==> src/rtl/hazard_ctrl_sb.sv <==
// Stall/flush controller: multi-cycle load-use bubbles, a long-latency scoreboard
// with an outstanding-op limit, and a watchdog on sustained front-end stalls.
module hazard_ctrl_sb #(
    parameter int REG_ADDR_W      = 5,
    parameter int NUM_REGS        = 32,
    parameter int LOAD_USE_CYCLES = 1,
    parameter int LU_DEPTH        = 2,
    parameter int WATCHDOG_LIMIT  = 1024
) (
    input  logic                  clk,
    input  logic                  reset,
    input  logic [REG_ADDR_W-1:0] ID_rs1,
    input  logic [REG_ADDR_W-1:0] ID_rs2,
    input  logic [REG_ADDR_W-1:0] ID_rd,
    input  logic                  ID_rs1_valid,
    input  logic                  ID_rs2_valid,
    input  logic                  ID_rd_valid,
    input  logic                  EX_valid,
    input  logic                  EX_is_load,
    input  logic [REG_ADDR_W-1:0] EX_rd,
    input  logic                  lu_issue,
    input  logic [REG_ADDR_W-1:0] lu_issue_rd,
    input  logic                  lu_done,
    input  logic [REG_ADDR_W-1:0] lu_done_rd,
    input  logic                  branch_prediction_miss,
    input  logic                  EX_jump,
    input  logic                  trap_done,
    input  logic                  csr_ready,
    input  logic                  standby_mode,
    input  logic                  pth_done_flush,
    output logic                  IF_ID_stall,
    output logic                  ID_EX_stall,
    output logic                  EX_MEM_stall,
    output logic                  MEM_WB_stall,
    output logic                  IF_ID_flush,
    output logic                  ID_EX_flush,
    output logic                  EX_MEM_flush,
    output logic                  MEM_WB_flush,
    output logic [NUM_REGS-1:0]   sb_busy,
    output logic                  lu_full,
    output logic                  stall_timeout,
    output logic                  sb_error
);

    localparam int OUT_W = (LU_DEPTH > 1) ? $clog2(LU_DEPTH + 1) : 1;
    localparam int WD_W  = (WATCHDOG_LIMIT > 1) ? $clog2(WATCHDOG_LIMIT + 1) : 1;
    localparam logic [OUT_W-1:0] LU_MAX  = OUT_W'(LU_DEPTH);
    localparam logic [WD_W-1:0]  WD_MAX  = WD_W'(WATCHDOG_LIMIT);
    localparam logic [2:0]       LU_INIT = 3'(LOAD_USE_CYCLES - 1);
    localparam logic             WD_EN   = (WATCHDOG_LIMIT != 0);

    typedef enum logic [1:0] {IDLE, LOAD_STALL, SB_STALL} state_e;

    state_e               state_q, state_d;
    logic [2:0]           cnt_q, cnt_d;
    logic [NUM_REGS-1:0]  busy_q, busy_d;
    logic [OUT_W-1:0]     out_q, out_d;
    logic [WD_W-1:0]      wd_q, wd_d;
    logic                 timeout_q, timeout_d;
    logic                 err_q, err_d;

    logic rs1_hit, rs2_hit, rd_hit, load_hit, sb_hit, full_hit, done_ok, stall_req;

    assign rs1_hit  = ID_rs1_valid && (ID_rs1 != '0);
    assign rs2_hit  = ID_rs2_valid && (ID_rs2 != '0);
    assign rd_hit   = ID_rd_valid && (ID_rd != '0);
    assign load_hit = EX_valid && EX_is_load && (EX_rd != '0) &&
                      ((rs1_hit && (ID_rs1 == EX_rd)) || (rs2_hit && (ID_rs2 == EX_rd)));
    assign sb_hit   = (rs1_hit && busy_q[ID_rs1]) || (rs2_hit && busy_q[ID_rs2]) ||
                      (rd_hit && busy_q[ID_rd]);
    assign lu_full  = (out_q == LU_MAX);
    assign full_hit = lu_full && lu_issue;

    assign sb_busy       = busy_q;
    assign stall_timeout = timeout_q;
    assign sb_error      = err_q;

    always_comb begin
        state_d      = state_q;
        cnt_d        = cnt_q;
        stall_req    = 1'b0;
        IF_ID_stall  = 1'b0;
        ID_EX_stall  = 1'b0;
        EX_MEM_stall = 1'b0;
        MEM_WB_stall = 1'b0;
        IF_ID_flush  = 1'b0;
        ID_EX_flush  = 1'b0;
        EX_MEM_flush = 1'b0;
        MEM_WB_flush = 1'b0;
        if (!reset) begin
            state_d = IDLE;
            cnt_d   = '0;
        end else if (pth_done_flush) begin
            {IF_ID_flush, ID_EX_flush, EX_MEM_flush, MEM_WB_flush} = 4'hF;
            state_d = IDLE;
            cnt_d   = '0;
        end else if (!trap_done || !csr_ready) begin
            {IF_ID_stall, ID_EX_stall, EX_MEM_stall, MEM_WB_stall} = 4'hF;
        end else if (standby_mode) begin
            IF_ID_stall = 1'b1;
            ID_EX_stall = 1'b1;
        end else if (branch_prediction_miss || EX_jump) begin
            IF_ID_flush = 1'b1;
            ID_EX_flush = 1'b1;
            state_d     = IDLE;
            cnt_d       = '0;
        end else begin
            case (state_q)
                IDLE: begin
                    if (load_hit) begin
                        stall_req = 1'b1;
                        if (LU_INIT != 3'd0) begin
                            state_d = LOAD_STALL;
                            cnt_d   = LU_INIT;
                        end
                    end else if (sb_hit) begin
                        stall_req = 1'b1;
                        state_d   = SB_STALL;
                    end
                end
                LOAD_STALL: begin
                    stall_req = 1'b1;
                    if (cnt_q <= 3'd1) begin
                        cnt_d   = '0;
                        state_d = IDLE;
                    end else begin
                        cnt_d = cnt_q - 3'd1;
                    end
                end
                SB_STALL: begin
                    stall_req = 1'b1;
                    if (!sb_hit) state_d = IDLE;
                end
                default: state_d = IDLE;
            endcase
            // A full long-latency unit freezes the whole front end, so any bubble waits.
            if (full_hit) begin
                IF_ID_stall  = 1'b1;
                ID_EX_stall  = 1'b1;
                EX_MEM_stall = 1'b1;
                state_d      = state_q;
                cnt_d        = cnt_q;
            end else if (stall_req) begin
                IF_ID_stall = 1'b1;
                ID_EX_flush = 1'b1;
            end
        end
    end

    // Clearing before setting keeps a same-register issue/done pair marked busy.
    always_comb begin
        done_ok = lu_done && (out_q != '0) && ((lu_done_rd == '0) || busy_q[lu_done_rd]);
        busy_d  = busy_q;
        out_d   = out_q;
        err_d   = err_q || (lu_done && !done_ok);
        if (done_ok) busy_d[lu_done_rd] = 1'b0;
        if (lu_issue && (lu_issue_rd != '0)) busy_d[lu_issue_rd] = 1'b1;
        busy_d[0] = 1'b0;
        case ({lu_issue, done_ok})
            2'b10:   if (out_q != LU_MAX) out_d = out_q + OUT_W'(1);
            2'b01:   out_d = out_q - OUT_W'(1);
            default: out_d = out_q;
        endcase
    end

    always_comb begin
        if (!IF_ID_stall) wd_d = '0;
        else if (wd_q != WD_MAX) wd_d = wd_q + WD_W'(1);
        else wd_d = wd_q;
        timeout_d = timeout_q || (WD_EN && IF_ID_stall && (wd_d == WD_MAX));
    end

    always_ff @(posedge clk) begin
        if (!reset) begin
            state_q   <= IDLE;
            cnt_q     <= '0;
            busy_q    <= '0;
            out_q     <= '0;
            wd_q      <= '0;
            timeout_q <= 1'b0;
            err_q     <= 1'b0;
        end else begin
            state_q   <= state_d;
            cnt_q     <= cnt_d;
            busy_q    <= busy_d;
            out_q     <= out_d;
            wd_q      <= wd_d;
            timeout_q <= timeout_d;
            err_q     <= err_d;
        end
    end

endmodule

==> config.mk <==
export PLATFORM = sky130hd
export DESIGN_NAME = hazard_ctrl_sb
export DESIGN_NICKNAME = d
export VERILOG_FILES = /design/src/rtl/hazard_ctrl_sb.sv
export SDC_FILE = /design/constraint.sdc
export NUM_CORES = 1
export LEC_CHECK = 0
export BUFFER_PORTS_ARGS = -buffer_cell sky130_fd_sc_hd__buf_4
export CAP_MARGIN = 0
export CORE_UTILIZATION = 59
export CTS_BUF_LIST = sky130_fd_sc_hd__clkbuf_4 sky130_fd_sc_hd__clkbuf_8 sky130_fd_sc_hd__clkbuf_16
export DETAILED_ROUTE_END_ITERATION = 16
export PLACE_DENSITY_LB_ADDON = 0.2
export SETUP_SLACK_MARGIN = 0.3
export SYNTH_ARGS = -nofsm -noshare
export SYNTH_HDL_FRONTEND = slang
export SYNTH_SLANG_ARGS = --single-unit
==> constraint.sdc <==
create_clock -name clk -period 5.1 [get_ports clk]
set_input_delay 0 -clock clk [delete_from_list [all_inputs] [get_ports clk]]
set_output_delay 0 -clock clk [all_outputs]
set_load 0.05 [all_outputs]
==> results.md <==
* FF/Latch Area at approximately 940 um^2
* DPL Wire Length at 7.96 mm
* Die X at between 80 and 90 um
* Die ar. at about 6600 um^2
* Buffers & Inverters on Critical Path at 2
* Worst r2r path cells at 8
* Layout net count at ~540
* Asr flop ratio synth at 0
* Largest net degree at the start of global routing at 42
* Setup Skew at around 0.010 ns
* Main synth FF type: dfxtp_1
* Proportion of layout cells with a drive suffix above 1 at 0.277
* CTS Sinks at 47
* Congestion Overflow GR at 0
* Fin Setup TNS at 0 ns
* I/O pin count at 88
* Critical path type: reg -> out
* Area post-placement at roughly 4300 um^2
* Routed Antenna Nets at 0
* Clock-pin slew on the worst setup and hold paths at about 0.09 ns
* DR vias/cell at ~6.4
* Initial DRT Pass Iterations at 4
* Synth Net Count at about 470
* Worst hold path cell count at 4
* RSZ-0062 raised after global routing: false
* Vias in the first global route at approximately 3,300
* Final Hold Viols at 0
* Multi-input gate area at about 2500 um^2
* Post-synthesis sequential area ratio at 0.254
* Post-route clock period utilization at 0.558
* Minimum clock period at between 2 and 3 ns
* Iter 0 DRT Violations at between 300 and 400
* Root buffer cell: clkbuf_8
* GRT Total Usage at 0.340
* Post-synthesis cell area at 3700 um^2
* Worst vdd ir at approximately 150 uV
* Power Density at around 180 nW/um^2
* Core area at between 5000 and 6000 um^2
* WL/cell at 19.1 um
* Die height at 81.2 um
* CP max FO at 13
* Gp weighted congestion at 0.940
* Starting Density at 0.617
* Final setup viols at 0
* Worst-Skew Late Latency at approximately 0.3 ns
* Clock Path Buffers at 2
* Cts bufs inserted at 5
* Crit path cell chain: mux4_2 > or4b_1 > nand4_1 > a311oi_1 > a311oi_2 > a311o_2 > inv_2 > buf_4
* Rel. slew slack at 0.502
* Drt total wl at between 10 and 15 mm
* Synth cell types at 68
* Type of origin of the critical path: flop
* Endpoint type of the worst setup path: output pin
* First-pass GRT wire length at 16.8 mm
* Max-cap viol count at 0
* Fill cell count at 461
* Design Area, Final at ~4400 um^2
* Diodes inserted at 0
* Setup bufs post-CTS at 0
* Max Clk Rate at between 300 and 400 MHz
* Synthesized flop and latch total at between 40 and 50
* Worst path arrival time at 2.85 ns
* Status: complete, no violations
* CTS tree: built
* Initial antenna violation count at 0
* WP data required at between 5 and 6 ns
* CP max stage delay at around 0.48 ns
* Max Slew Vio Count at 0
* Vias at 3,621
* Hold Path Class: in -> reg
* Worst path slowest cell: a311o_2
* Port Buffer Count at 86
* Post-synth EDFFs at 0
* Crit path depth at 8
* Top Family by Delay on Critical Path: compound AO/OA/AOI/OAI gates
* Avg Cell Area, Syn at 8.70 um^2
* Rows at 28
* LEAKAGE at roughly 0.0017 uW
* CTS H-Tree Depth at 2
* Remaining DRCs at 0
* Slew @ Worst Pin at between 0.7 and 0.8 ns
* Cells after Synth at around 430
* YS warnings at 0
* Area Overhead vs Synth at 18.1%
area by class of cell:
cell class,instances,area share
repair buffers,89,0.155
multi-input cells,339,0.582
inverters,10,0.00859
clock buffers,6,0.0175
well taps,75,0.0215
flip-flops and latches,47,0.215
flip-flops by register name, indices dropped and copies added (netlist names):
name and cells:
wd_q 11, sb_busy 31, out_q 2, state_q 1
sb_error 1, stall_timeout 1
cells in the final DEF, fill, tap and decap left out, types with 11 or more instances in the layout:
master / instances
nor2_1: 23
o21ai_0: 37
mux4_2: 15
nand2_1: 48
a21boi_0: 31
buf_4: 86
dfxtp_1: 47
nand2b_1: 13
xnor2_1: 11
mux2i_1: 18
timing repair:
item,4_1_cts,5_1_grt
endpoints found under the setup margin,0,0
hold buffers,3,0
resized for setup,0,0
hold endpoints to repair,2,0
power breakdown:
group          total [uW]  internal [uW]  switching, uW  leakage [uW]
sequential            382            373           9.38      0.000380
clock                 218           97.1            121     0.0000406
combinational         188           79.1            109       0.00127
cell usage after synthesis (all sizes together) (6+ instances only):
cell / instances / area [um^2]
or3: 6 / 38.8
o21ai: 37 / 185
xnor2: 11 / 96.3
xor2: 8 / 70.1
buf: 19 / 126
nor2b: 10 / 62.6
nand2b: 13 / 81.3
nor3: 10 / 50.1
dfxtp: 47 / 941
nand2: 48 / 180
a21oi: 8 / 40.0
nand3b: 7 / 52.6
clkbuf: 10 / 48.8
a21boi: 31 / 233
mux4: 21 / 495
mux2i: 18 / 180
inv: 10 / 37.5
nand3: 10 / 50.1
nor2: 32 / 143
final timing paths:
check	startpoint	slack, ns	to
setup / recovery	sb_busy[16]$_SDFF_PN0_	2.25	IF_ID_stall
hold / removal	lu_issue_rd[4]	0.06	sb_busy[1]$_SDFF_PN0_
setup reg to reg	sb_busy[16]$_SDFF_PN0_	2.42	state_q[1]$_SDFFE_PP0P_
hold reg to reg	stall_timeout$_SDFF_PN0_	0.48	stall_timeout$_SDFF_PN0_
metrics by stage:
stage | total power [uW] | hold slack [ns] | std cells | setup slack, ns | util
6_report | 788 | 0.0648 | 566 | 2.25 | 0.729
5_1_grt | 814 | 0.0730 | 566 | 2.15 | 0.729
4_1_cts | 782 | 0.0502 | 566 | 2.28 | 0.729
3_5_place_dp | 574 | 0.283 | 557 | 2.48 | 0.712
3_3_place_gp | 571 | 0.264 | 557 | 2.60 | 0.712
2_1_floorplan | 512 | 0.163 | 425 | 2.64 | -
layer usage:
metal / GRT usage / routed length (um) / share of wire
met1: 0.449 / 4610 / 0.43
met2: 0.545 / 5050 / 0.47
met3: 0.0708 / 920 / 0.085
met4: 0.125 / 227 / 0.021
met5: 0 / 0 / 0
worst min-delay path: cells and delay by family:
| kind | cells | cell delay (ns) |
|---|---|---|
| simple gates | 2 | 0.13 |
| compound gates | 1 | 0.06 |
| buf+inv | 1 | 0.11 |
kinds of logic (layout without fill, tap and decap cells):
| group | after synthesis | count (layout) | synth area share |
|---|---|---|---|
| AND/OR/NAND/NOR | 165 | 165 | 0.237 |
| AO/OA/AOI/OAI | 108 | 108 | 0.201 |
| flip-flops | 47 | 47 | 0.254 |
| multiplexers | 44 | 44 | 0.198 |
| buffers and inverters | 39 | 105 | 0.0575 |
| XOR/XNOR | 19 | 19 | 0.0450 |
| adder cells (fa/ha/maj) | 2 | 2 | 0.00676 |
| other | 1 | 1 | 0.00101 |
(Power assumes the default switching activity.)
